<file path="config.mk">
export PLATFORM = sky130hd
export DESIGN_NAME = leaf_best_match_flat
export DESIGN_NICKNAME = d
export VERILOG_FILES = /design/src/rtl/leaf_best_match_if.sv /design/src/rtl/leaf_best_match.sv /design/src/flat_wrapper.sv
export SDC_FILE = /design/constraint.sdc
export NUM_CORES = 2
export LEC_CHECK = 0
export BUFFER_PORTS_ARGS = -buffer_cell sky130_fd_sc_hd__clkbuf_2
export CORE_ASPECT_RATIO = 1.75
export CORE_MARGIN = 3
export CORE_UTILIZATION = 50
export DETAILED_ROUTE_END_ITERATION = 16
export MAX_ROUTING_LAYER = met4
export PLACE_DENSITY = 0.67
export SLEW_MARGIN = 20
export SYNTH_ARGS = -nofsm -noshare
export SYNTH_HDL_FRONTEND = slang
export SYNTH_SLANG_ARGS = --single-unit
</file>
<file path="constraint.sdc">
create_clock -name clk -period 31.6 [get_ports clk]
set_input_delay 7.9 -clock clk [delete_from_list [all_inputs] [get_ports clk]]
set_output_delay 7.9 -clock clk [all_outputs]
set_load 0.005 [all_outputs]
</file>
<file path="src/rtl/leaf_best_match_if.sv">
// Bus bundle for leaf_best_match: query handshake, leaf patch memory read port
// and result handshake.
interface leaf_best_match_if #(
   parameter int PATCH_WIDTH   = 55,
   parameter int ADDRESS_WIDTH = 8,
   parameter int LEAF_SIZE_LOG = 3,
   parameter int DIST_WIDTH    = 25
);
   logic                                   query_valid;
   logic                                   query_ready;
   logic [ADDRESS_WIDTH-1:0]               leaf_index;
   logic [PATCH_WIDTH-1:0]                 patch_in;
   logic                                   mem_ren;
   logic [ADDRESS_WIDTH+LEAF_SIZE_LOG-1:0] mem_addr;
   logic [PATCH_WIDTH-1:0]                 mem_rdata;
   logic                                   out_valid;
   logic                                   out_ready;
   logic [ADDRESS_WIDTH+LEAF_SIZE_LOG-1:0] best_index;
   logic [DIST_WIDTH-1:0]                  best_dist;

   modport slave (
      input  query_valid, leaf_index, patch_in, mem_rdata, out_ready,
      output query_ready, mem_ren, mem_addr, out_valid, best_index, best_dist
   );

   modport master (
      output query_valid, leaf_index, patch_in, mem_rdata, out_ready,
      input  query_ready, mem_ren, mem_addr, out_valid, best_index, best_dist
   );
endinterface

</file>
<file path="src/rtl/leaf_best_match.sv">
// Leaf search: reads all candidate patches of one leaf and reports the index and
// squared L2 distance of the nearest one to the query patch.
module leaf_best_match #(
   parameter int PATCH_WIDTH   = 55,
   parameter int DSIZE         = 11,
   parameter int COMPONENTS    = 5,
   parameter int ADDRESS_WIDTH = 8,
   parameter int LEAF_SIZE_LOG = 3,
   parameter int DIST_WIDTH    = 25
) (
   input  logic              clk,
   input  logic              rst_n,
   leaf_best_match_if.slave  bus
);
   localparam int LEAF_SIZE = 1 << LEAF_SIZE_LOG;
   localparam int IDX_W     = ADDRESS_WIDTH + LEAF_SIZE_LOG;

   typedef enum logic [1:0] {IDLE, FETCH, DRAIN, DONE} state_t;

   state_t                     state_q, state_d;
   logic [LEAF_SIZE_LOG-1:0]   slot_q, slot_d;
   logic [LEAF_SIZE_LOG-1:0]   rd_slot_q, rd_slot_d;
   logic                       rd_valid_q, rd_valid_d;
   logic [ADDRESS_WIDTH-1:0]   leaf_q, leaf_d;
   logic [PATCH_WIDTH-1:0]     query_q, query_d;
   logic [IDX_W-1:0]           best_index_q, best_index_d;
   logic [DIST_WIDTH-1:0]      best_dist_q, best_dist_d;
   logic [DIST_WIDTH-1:0]      cand_dist;
   logic                       fetch;

   // Components are sign-extended by one bit so the difference cannot overflow;
   // the square is non-negative and fits the accumulator without saturation.
   function automatic logic [DIST_WIDTH-1:0] sq_dist(input logic [PATCH_WIDTH-1:0] cand,
                                                     input logic [PATCH_WIDTH-1:0] qry);
      logic signed [DSIZE:0]       diff;
      logic signed [2*DSIZE+1:0]   prod;
      logic [DIST_WIDTH-1:0]       acc;
      acc = '0;
      for (int k = 0; k < COMPONENTS; k++) begin
         diff = $signed({cand[k*DSIZE+DSIZE-1], cand[k*DSIZE +: DSIZE]})
              - $signed({qry[k*DSIZE+DSIZE-1], qry[k*DSIZE +: DSIZE]});
         prod = diff * diff;
         acc  = acc + DIST_WIDTH'($unsigned(prod));
      end
      return acc;
   endfunction

   assign fetch = (state_q == FETCH);

   always_comb begin
      state_d      = state_q;
      slot_d       = slot_q;
      leaf_d       = leaf_q;
      query_d      = query_q;
      rd_valid_d   = fetch;
      rd_slot_d    = slot_q;
      best_index_d = best_index_q;
      best_dist_d  = best_dist_q;
      cand_dist    = sq_dist(bus.mem_rdata, query_q);

      case (state_q)
         IDLE: begin
            if (bus.query_valid) begin
               leaf_d  = bus.leaf_index;
               query_d = bus.patch_in;
               slot_d  = '0;
               state_d = FETCH;
            end
         end
         FETCH: begin
            slot_d = slot_q + 1'b1;
            if (slot_q == LEAF_SIZE_LOG'(LEAF_SIZE - 1)) state_d = DRAIN;
         end
         DRAIN:   state_d = DONE;
         DONE:    if (bus.out_ready) state_d = IDLE;
         default: state_d = IDLE;
      endcase

      // Strict compare keeps the lower slot on a tie; slot 0 always seeds the best.
      if (rd_valid_q && ((rd_slot_q == '0) || (cand_dist < best_dist_q))) begin
         best_index_d = {leaf_q, rd_slot_q};
         best_dist_d  = cand_dist;
      end
   end

   always_ff @(posedge clk or negedge rst_n) begin
      if (!rst_n) begin
         state_q      <= IDLE;
         slot_q       <= '0;
         rd_valid_q   <= 1'b0;
         rd_slot_q    <= '0;
         best_index_q <= '0;
         best_dist_q  <= '0;
      end else begin
         state_q      <= state_d;
         slot_q       <= slot_d;
         rd_valid_q   <= rd_valid_d;
         rd_slot_q    <= rd_slot_d;
         best_index_q <= best_index_d;
         best_dist_q  <= best_dist_d;
      end
   end

   // Latched query data only matters while a search is in flight, so it needs no reset.
   always_ff @(posedge clk) begin
      leaf_q  <= leaf_d;
      query_q <= query_d;
   end

   assign bus.query_ready = rst_n && (state_q == IDLE);
   assign bus.mem_ren     = fetch;
   assign bus.mem_addr    = fetch ? {leaf_q, slot_q} : '0;
   assign bus.out_valid   = (state_q == DONE);
   assign bus.best_index  = best_index_q;
   assign bus.best_dist   = best_dist_q;
endmodule

</file>
<file path="src/flat_wrapper.sv">
// flat-port wrapper written by rule: the top's interface ports become plain ports
module leaf_best_match_flat 
#(
   parameter int PATCH_WIDTH   = 55,
   parameter int DSIZE         = 11,
   parameter int COMPONENTS    = 5,
   parameter int ADDRESS_WIDTH = 8,
   parameter int LEAF_SIZE_LOG = 3,
   parameter int DIST_WIDTH    = 25
)
  (clk, rst_n, bus_query_valid, bus_leaf_index, bus_patch_in, bus_mem_rdata, bus_out_ready, bus_query_ready, bus_mem_ren, bus_mem_addr, bus_out_valid, bus_best_index, bus_best_dist);
  leaf_best_match_if #(.PATCH_WIDTH(PATCH_WIDTH), .ADDRESS_WIDTH(ADDRESS_WIDTH), .LEAF_SIZE_LOG(LEAF_SIZE_LOG), .DIST_WIDTH(DIST_WIDTH)) bus_i ();
  input  logic clk;
  input  logic rst_n;
  input wire logic [$bits(bus_i.query_valid)-1:0] bus_query_valid;
  input wire logic [$bits(bus_i.leaf_index)-1:0] bus_leaf_index;
  input wire logic [$bits(bus_i.patch_in)-1:0] bus_patch_in;
  input wire logic [$bits(bus_i.mem_rdata)-1:0] bus_mem_rdata;
  input wire logic [$bits(bus_i.out_ready)-1:0] bus_out_ready;
  output wire logic [$bits(bus_i.query_ready)-1:0] bus_query_ready;
  output wire logic [$bits(bus_i.mem_ren)-1:0] bus_mem_ren;
  output wire logic [$bits(bus_i.mem_addr)-1:0] bus_mem_addr;
  output wire logic [$bits(bus_i.out_valid)-1:0] bus_out_valid;
  output wire logic [$bits(bus_i.best_index)-1:0] bus_best_index;
  output wire logic [$bits(bus_i.best_dist)-1:0] bus_best_dist;
  assign bus_i.query_valid = bus_query_valid;
  assign bus_i.leaf_index = bus_leaf_index;
  assign bus_i.patch_in = bus_patch_in;
  assign bus_i.mem_rdata = bus_mem_rdata;
  assign bus_i.out_ready = bus_out_ready;
  assign bus_query_ready = bus_i.query_ready;
  assign bus_mem_ren = bus_i.mem_ren;
  assign bus_mem_addr = bus_i.mem_addr;
  assign bus_out_valid = bus_i.out_valid;
  assign bus_best_index = bus_i.best_index;
  assign bus_best_dist = bus_i.best_dist;
  leaf_best_match #(.PATCH_WIDTH(PATCH_WIDTH), .DSIZE(DSIZE), .COMPONENTS(COMPONENTS), .ADDRESS_WIDTH(ADDRESS_WIDTH), .LEAF_SIZE_LOG(LEAF_SIZE_LOG), .DIST_WIDTH(DIST_WIDTH)) u_core (.clk(clk), .rst_n(rst_n), .bus(bus_i));
endmodule
</file>
* Yosys cells after proc, flatten, opt, wreduce, memory -nomap -nowiden *
Index checks and enable logic that the tools add are counted.

cells by class
  $add $sub $neg = 10
  $mul = 5
  order comparisons = 1
  eq/ne operators = 7
  multiplexer cells = 7
  reduce and logical (&&, ||, !) cells = 9

operators by type and width
  kind                                                  count
  multiplier 12 x 12 -> 24 bit                          5
  adder 25 x 24 -> 25 bit                               3
  subtractor 11 x 11 -> 12 bit                          5
  adder 24 x 24 -> 25 bit                               1
  less-than comparator 25 bit                           1
  two-way mux 11 bit                                    1
  one-hot mux 2 bit (4 select lines)                    1
  two-way mux 2 bit                                     3
  inequality test 2 bit (second input constant)         3
  one-hot mux 3 bit (2 select lines)                    1
  equality test 2 bit (second input constant)           2
  AND reduction 2 bit                                   2
  adder 3 x 1 -> 3 bit (second input constant)          1
  equality test 3 bit (second input constant)           1
  logical NOT 3 bit                                     1
  two-way mux 3 bit                                     1
  AND reduction 3 bit                                   1
  equality test 2 x 1 -> 1 bit (second input constant)  1
  logical AND 1 bit                                     2
  logical NOT 2 bit                                     1
  nonzero test 2 bit                                    1
  logical OR 1 bit                                      1

word-level totals
  flip-flop bits (word level) = 108
  input port bits = 122
  output and inout port bits = 50

* Logic depth before layout (Yosys ltp) *
  word-level depth = 9
  mapped depth = 55

* Worst setup path before layout *
No wires, ideal clock.

  kind = input to register
  start = input bus_mem_rdata[33]
  end = register u_core.best_dist_q[0] (netlist: u_core.bus.best_dist[0])
  setup time = 0.125 ns
  data arrival time = 18.586 ns
  required time = 31.475 ns
  setup slack = 12.889 ns
  stages on the path = 47
  buffers on the path = 2
  cells stage by stage = inv_1 -> ha_1 -> inv_1 -> fa_1 -> a21o_1 -> a21oi_1 -> o21bai_1 -> a21o_1 -> and2_1 -> xor2_1 -> clkbuf_1 -> nand2_1 -> fa_1 -> inv_1 -> fa_1 -> inv_1 -> fa_1 -> fa_1 -> [11 not listed] -> fa_1 -> inv_1 -> ha_1 -> inv_1 -> nor2_1 -> a31oi_1 -> nand3_1 -> o41ai_2 -> o21ai_1 -> xor2_1 -> ha_1 -> a21o_1 -> a21o_1 -> a21oi_1 -> o21ai_0 -> a21oi_4 -> buf_4 -> mux2_2

on the way
  word-level cells in the longest chain between the ends = 7

RTL lines
  what                                  RTL line                source
  from (decl)                           flat_wrapper.sv:18      input wire logic [$bits(bus_i.mem_rdata)-1:0] bus_mem_rdata;
  subtractor 11 x 11 -> 12 bit          leaf_best_match.sv:41   - $signed({qry[k*DSIZE+DSIZE-1], qry[k*DSIZE +: DSIZE]});
  multiplier 12 x 12 -> 24 bit          leaf_best_match.sv:42   prod = diff * diff;
  adder 25 x 24 -> 25 bit (2 in a row)  leaf_best_match.sv:43   acc = acc + DIST_WIDTH'($unsigned(prod));
  named net u_core.cand_dist[22]        leaf_best_match.sv:28   logic [DIST_WIDTH-1:0] cand_dist;
  less-than comparator 25 bit           leaf_best_match.sv:80   if (rd_valid_q && ((rd_slot_q == '0) || (cand_dist < best_dist_q))) begin
  logical OR 1 bit                      leaf_best_match.sv:80
  logical AND 1 bit                     leaf_best_match.sv:80
  to (signal assigned)                  leaf_best_match.sv:100  best_dist_q <= best_dist_d;
  to (decl)                             leaf_best_match.sv:27   logic [DIST_WIDTH-1:0] best_dist_q, best_dist_d;

The timed path passes the listed nets, and every way through them passes these cells.
A chain may end at the register's enable or synchronous reset.

* Worst setup path in the final report *
  start = input bus_mem_rdata[33]
  end = register u_core.best_index_q[6] (netlist: u_core.bus.best_index[6])

on the way
  word-level cells in the longest chain between the ends = 7

RTL lines
  what                                  RTL line               source
  subtractor 11 x 11 -> 12 bit          leaf_best_match.sv:41
  multiplier 12 x 12 -> 24 bit          leaf_best_match.sv:42
  adder 25 x 24 -> 25 bit (2 in a row)  leaf_best_match.sv:43
  named net u_core.cand_dist[23]        leaf_best_match.sv:28
  less-than comparator 25 bit           leaf_best_match.sv:80
  logical OR 1 bit                      leaf_best_match.sv:80
  logical AND 1 bit                     leaf_best_match.sv:80
  to (signal assigned)                  leaf_best_match.sv:99  best_index_q <= best_index_d;
  to (decl)                             leaf_best_match.sv:26  logic [IDX_W-1:0] best_index_q, best_index_d;

The timed path passes the listed nets, and every way through them passes these cells.

==> results.sh <==
export IMPL_wl_per_cell_um=17.2
export IMPL_path_class="in -> reg"
export IMPL_ys_seq_area_frac=0.0887
export IMPL_rr_startpoint="u_core.query_q[33]"
export IMPL_ys_types=93
export IMPL_initial_core_util=0.508
export IMPL_core_rowCount=125
export IMPL_layout_common_cells="1035 x inv_1, 685 x fa_1, 392 x ha_1, 303 x nor2_1, 258 x nand2_1"
export IMPL_layout_nets=5039
export IMPL_status="finished clean"
export IMPL_syn_num_nets=4890
export IMPL_fin_crit_sh=0.633
export IMPL_grt_pass1_wl_um=134000
export IMPL_cts_buffer_depth=2
export IMPL_die_w_um=203
export IMPL_max_slew_margin=0.246
export IMPL_num_io_pins=172
export IMPL_worstMarginPinSlew_ps=1120
export IMPL_slowest_delay_ps=700
export IMPL_dr_pass1_iters=7
export IMPL_clkLatencyLatePin_ps=440
export IMPL_seqCellArea_sq_mm=0.00302
export IMPL_startpoint_type="input pin"
export IMPL_via_per_inst=5.20
export IMPL_first_global_vias=27200
export IMPL_hold_path_startpoint="u_core.rd_slot_d[1]"
export IMPL_hold_ws_ps=433
export IMPL_setup_viol=0
export IMPL_htree_levels=3
export IMPL_clkSinkCount=108
export IMPL_drc=0
export IMPL_multiInputGateArea_sq_mm=0.0268
export IMPL_io_buffers=171
export IMPL_cpMostUsedCell="fa_1"
export IMPL_design_core_area_sq_mm=0.0669
export IMPL_synth_area_sq_mm=0.0340
export IMPL_grt_max_degree=64
export IMPL_hold_buffers=0
export IMPL_area_growth_pct=6.39
export IMPL_placed_area_sq_mm=0.0359
export IMPL_final_hold_viol_count=0
export IMPL_cts_buffers=9
export IMPL_drive_above_1_share=0.0801
export IMPL_dpl_hpwl_um=71200
export IMPL_die_height_um=351
export IMPL_ctsRootBufferMaster="clkbuf_16"
export IMPL_crit_slowest_cell="xor2_1"
export IMPL_rsz0062_at_grt="false"
export IMPL_drtIter0Drc=956
export IMPL_synth_seq_cells=108
export IMPL_final_area_sq_mm=0.0362
export IMPL_clock_fmax_mhz=50.0
export IMPL_crit_required_ps=31920
export IMPL_antenna_cells=0
export IMPL_synth_edff_count=63
export IMPL_yosys_warnings=0
export IMPL_postSynth_asyncResetShare=0.417
export IMPL_postCtsResizedCells=0
export IMPL_cts_setup_buffers=0
export IMPL_synth_avg_cell_area_sq_um=9.22
export IMPL_gp_congestion=0.933
export IMPL_skew_ps=17.4
export IMPL_min_period_ps=20020
export IMPL_arrival_ps=20340
export IMPL_grt_usage=0.246
export IMPL_wl_um=81400
export IMPL_grt_overflow=0
export IMPL_via_count=24600
export IMPL_cts_tree="built"
export IMPL_layout_commonest_cell="inv_1"
export IMPL_fin_tns_setup_ps=0
export IMPL_ant_nets=0
export IMPL_maxCapViolCount=0
export IMPL_synth_top_flop_cell="edfxtp_1"
export IMPL_synth_cells=3691
export IMPL_antenna_found_initial=0
export IMPL_fill_cells=6263
export IMPL_dieArea_sq_mm=0.0713
export IMPL_crit_path_end_kind="flop"
export IMPL_final_max_slew_viol_count=0
export IMPL_crit_fanout=52
export IMPL_dp_cells=4718
export IMPL_clk_pin_slew_worst_paths_ps=80
export IMPL_hold_class="reg -> reg"
export IMPL_fin_cells=4734
export IMPL_crit_start="bus_mem_rdata[33]"
[critical path: cells and delay by family]
kind	cells	cell delay, ps
fa+ha+maj	13	5560
buf+inv	8	860
xor+xnor	1	700
compound gates	16	3470
simple gates	6	1390
mux	1	400
[final timing paths]
check,endpoint,slack [ps],depth (start not counted)
setup / recovery,u_core.bus.best_index[6],11580,45
hold / removal,u_core.rd_slot_q[1],430,0
setup reg to reg,u_core.bus.best_index[6],18820,43
hold reg to reg,u_core.rd_slot_q[1],430,0
max in group asynchronous,u_core.bus.best_dist[21],23660,2
min in group asynchronous,u_core.rd_valid_q,7550,2
[registers in the layout, indices dropped and copies added, names as in the netlist]
signal / flops
u_core.rd_slot_q: 3
u_core.rd_slot_d: 3
u_core.bus.best_index: 11
u_core.query_q: 55
u_core.state_q: 2
u_core.rd_valid_q: 1
u_core.bus.best_dist: 25
u_core.leaf_q: 8
[synthesized netlist by cell type, types with 17 or more instances]
cell	instances	share of area
or3_1	17	0.0031
inv_1	1035	0.11
nand2_1	258	0.028
a21o_1	46	0.010
mux2_2	21	0.0070
dfrtp_1	45	0.033
nand2b_1	36	0.0066
and2_1	33	0.0061
fa_1	685	0.40
edfxtp_1	63	0.056
nand3_1	25	0.0037
nor3_1	39	0.0057
nor2b_1	23	0.0042
o21ai_0	80	0.012
a21oi_1	83	0.012
xnor2_1	118	0.030
clkbuf_1	24	0.0026
nor2_1	303	0.033
or2_2	19	0.0035
ha_1	392	0.14
xor2_1	52	0.013
[kinds of logic after synthesis]
family	Yosys count	share of synthesized area
and+or+nand+nor	807	0.106
DFF	108	0.0887
muxes	23	0.00754
adders and majority gates	1077	0.547
AOI/OAI and AO/OA	391	0.0804
buffers and inverters	1111	0.124
xor gates and xnor gates	174	0.0460
[stage by stage]
stage	util	setup slack (ps)
floorplan	-	12890
global placement	0.536	11450
global route	0.541	10870
detailed placement	0.536	11250
CTS	0.541	11730
finish	0.541	11580
[area by class of cell]
cell class / instances / share of cell area
tap: 889 / 0.0307
clock buffer: 9 / 0.00622
multi-input combinational: 2472 / 0.740
sequential: 108 / 0.0834
inverter: 1069 / 0.111
timing repair buffer: 180 / 0.0255
clock inverter: 7 / 0.00283
[routing by layer]
metal	routed length [um]	track usage	vias to the layer above
li1	-	-	11500
met5	0	-	-
met1	28100	0.246	12400
met3	2280	0.0234	215
met2	46100	0.468	541
met4	4910	0.131	0
Power is not shown: default switching activity piles up to over one toggle a cycle in this logic, so the estimate is an artifact.
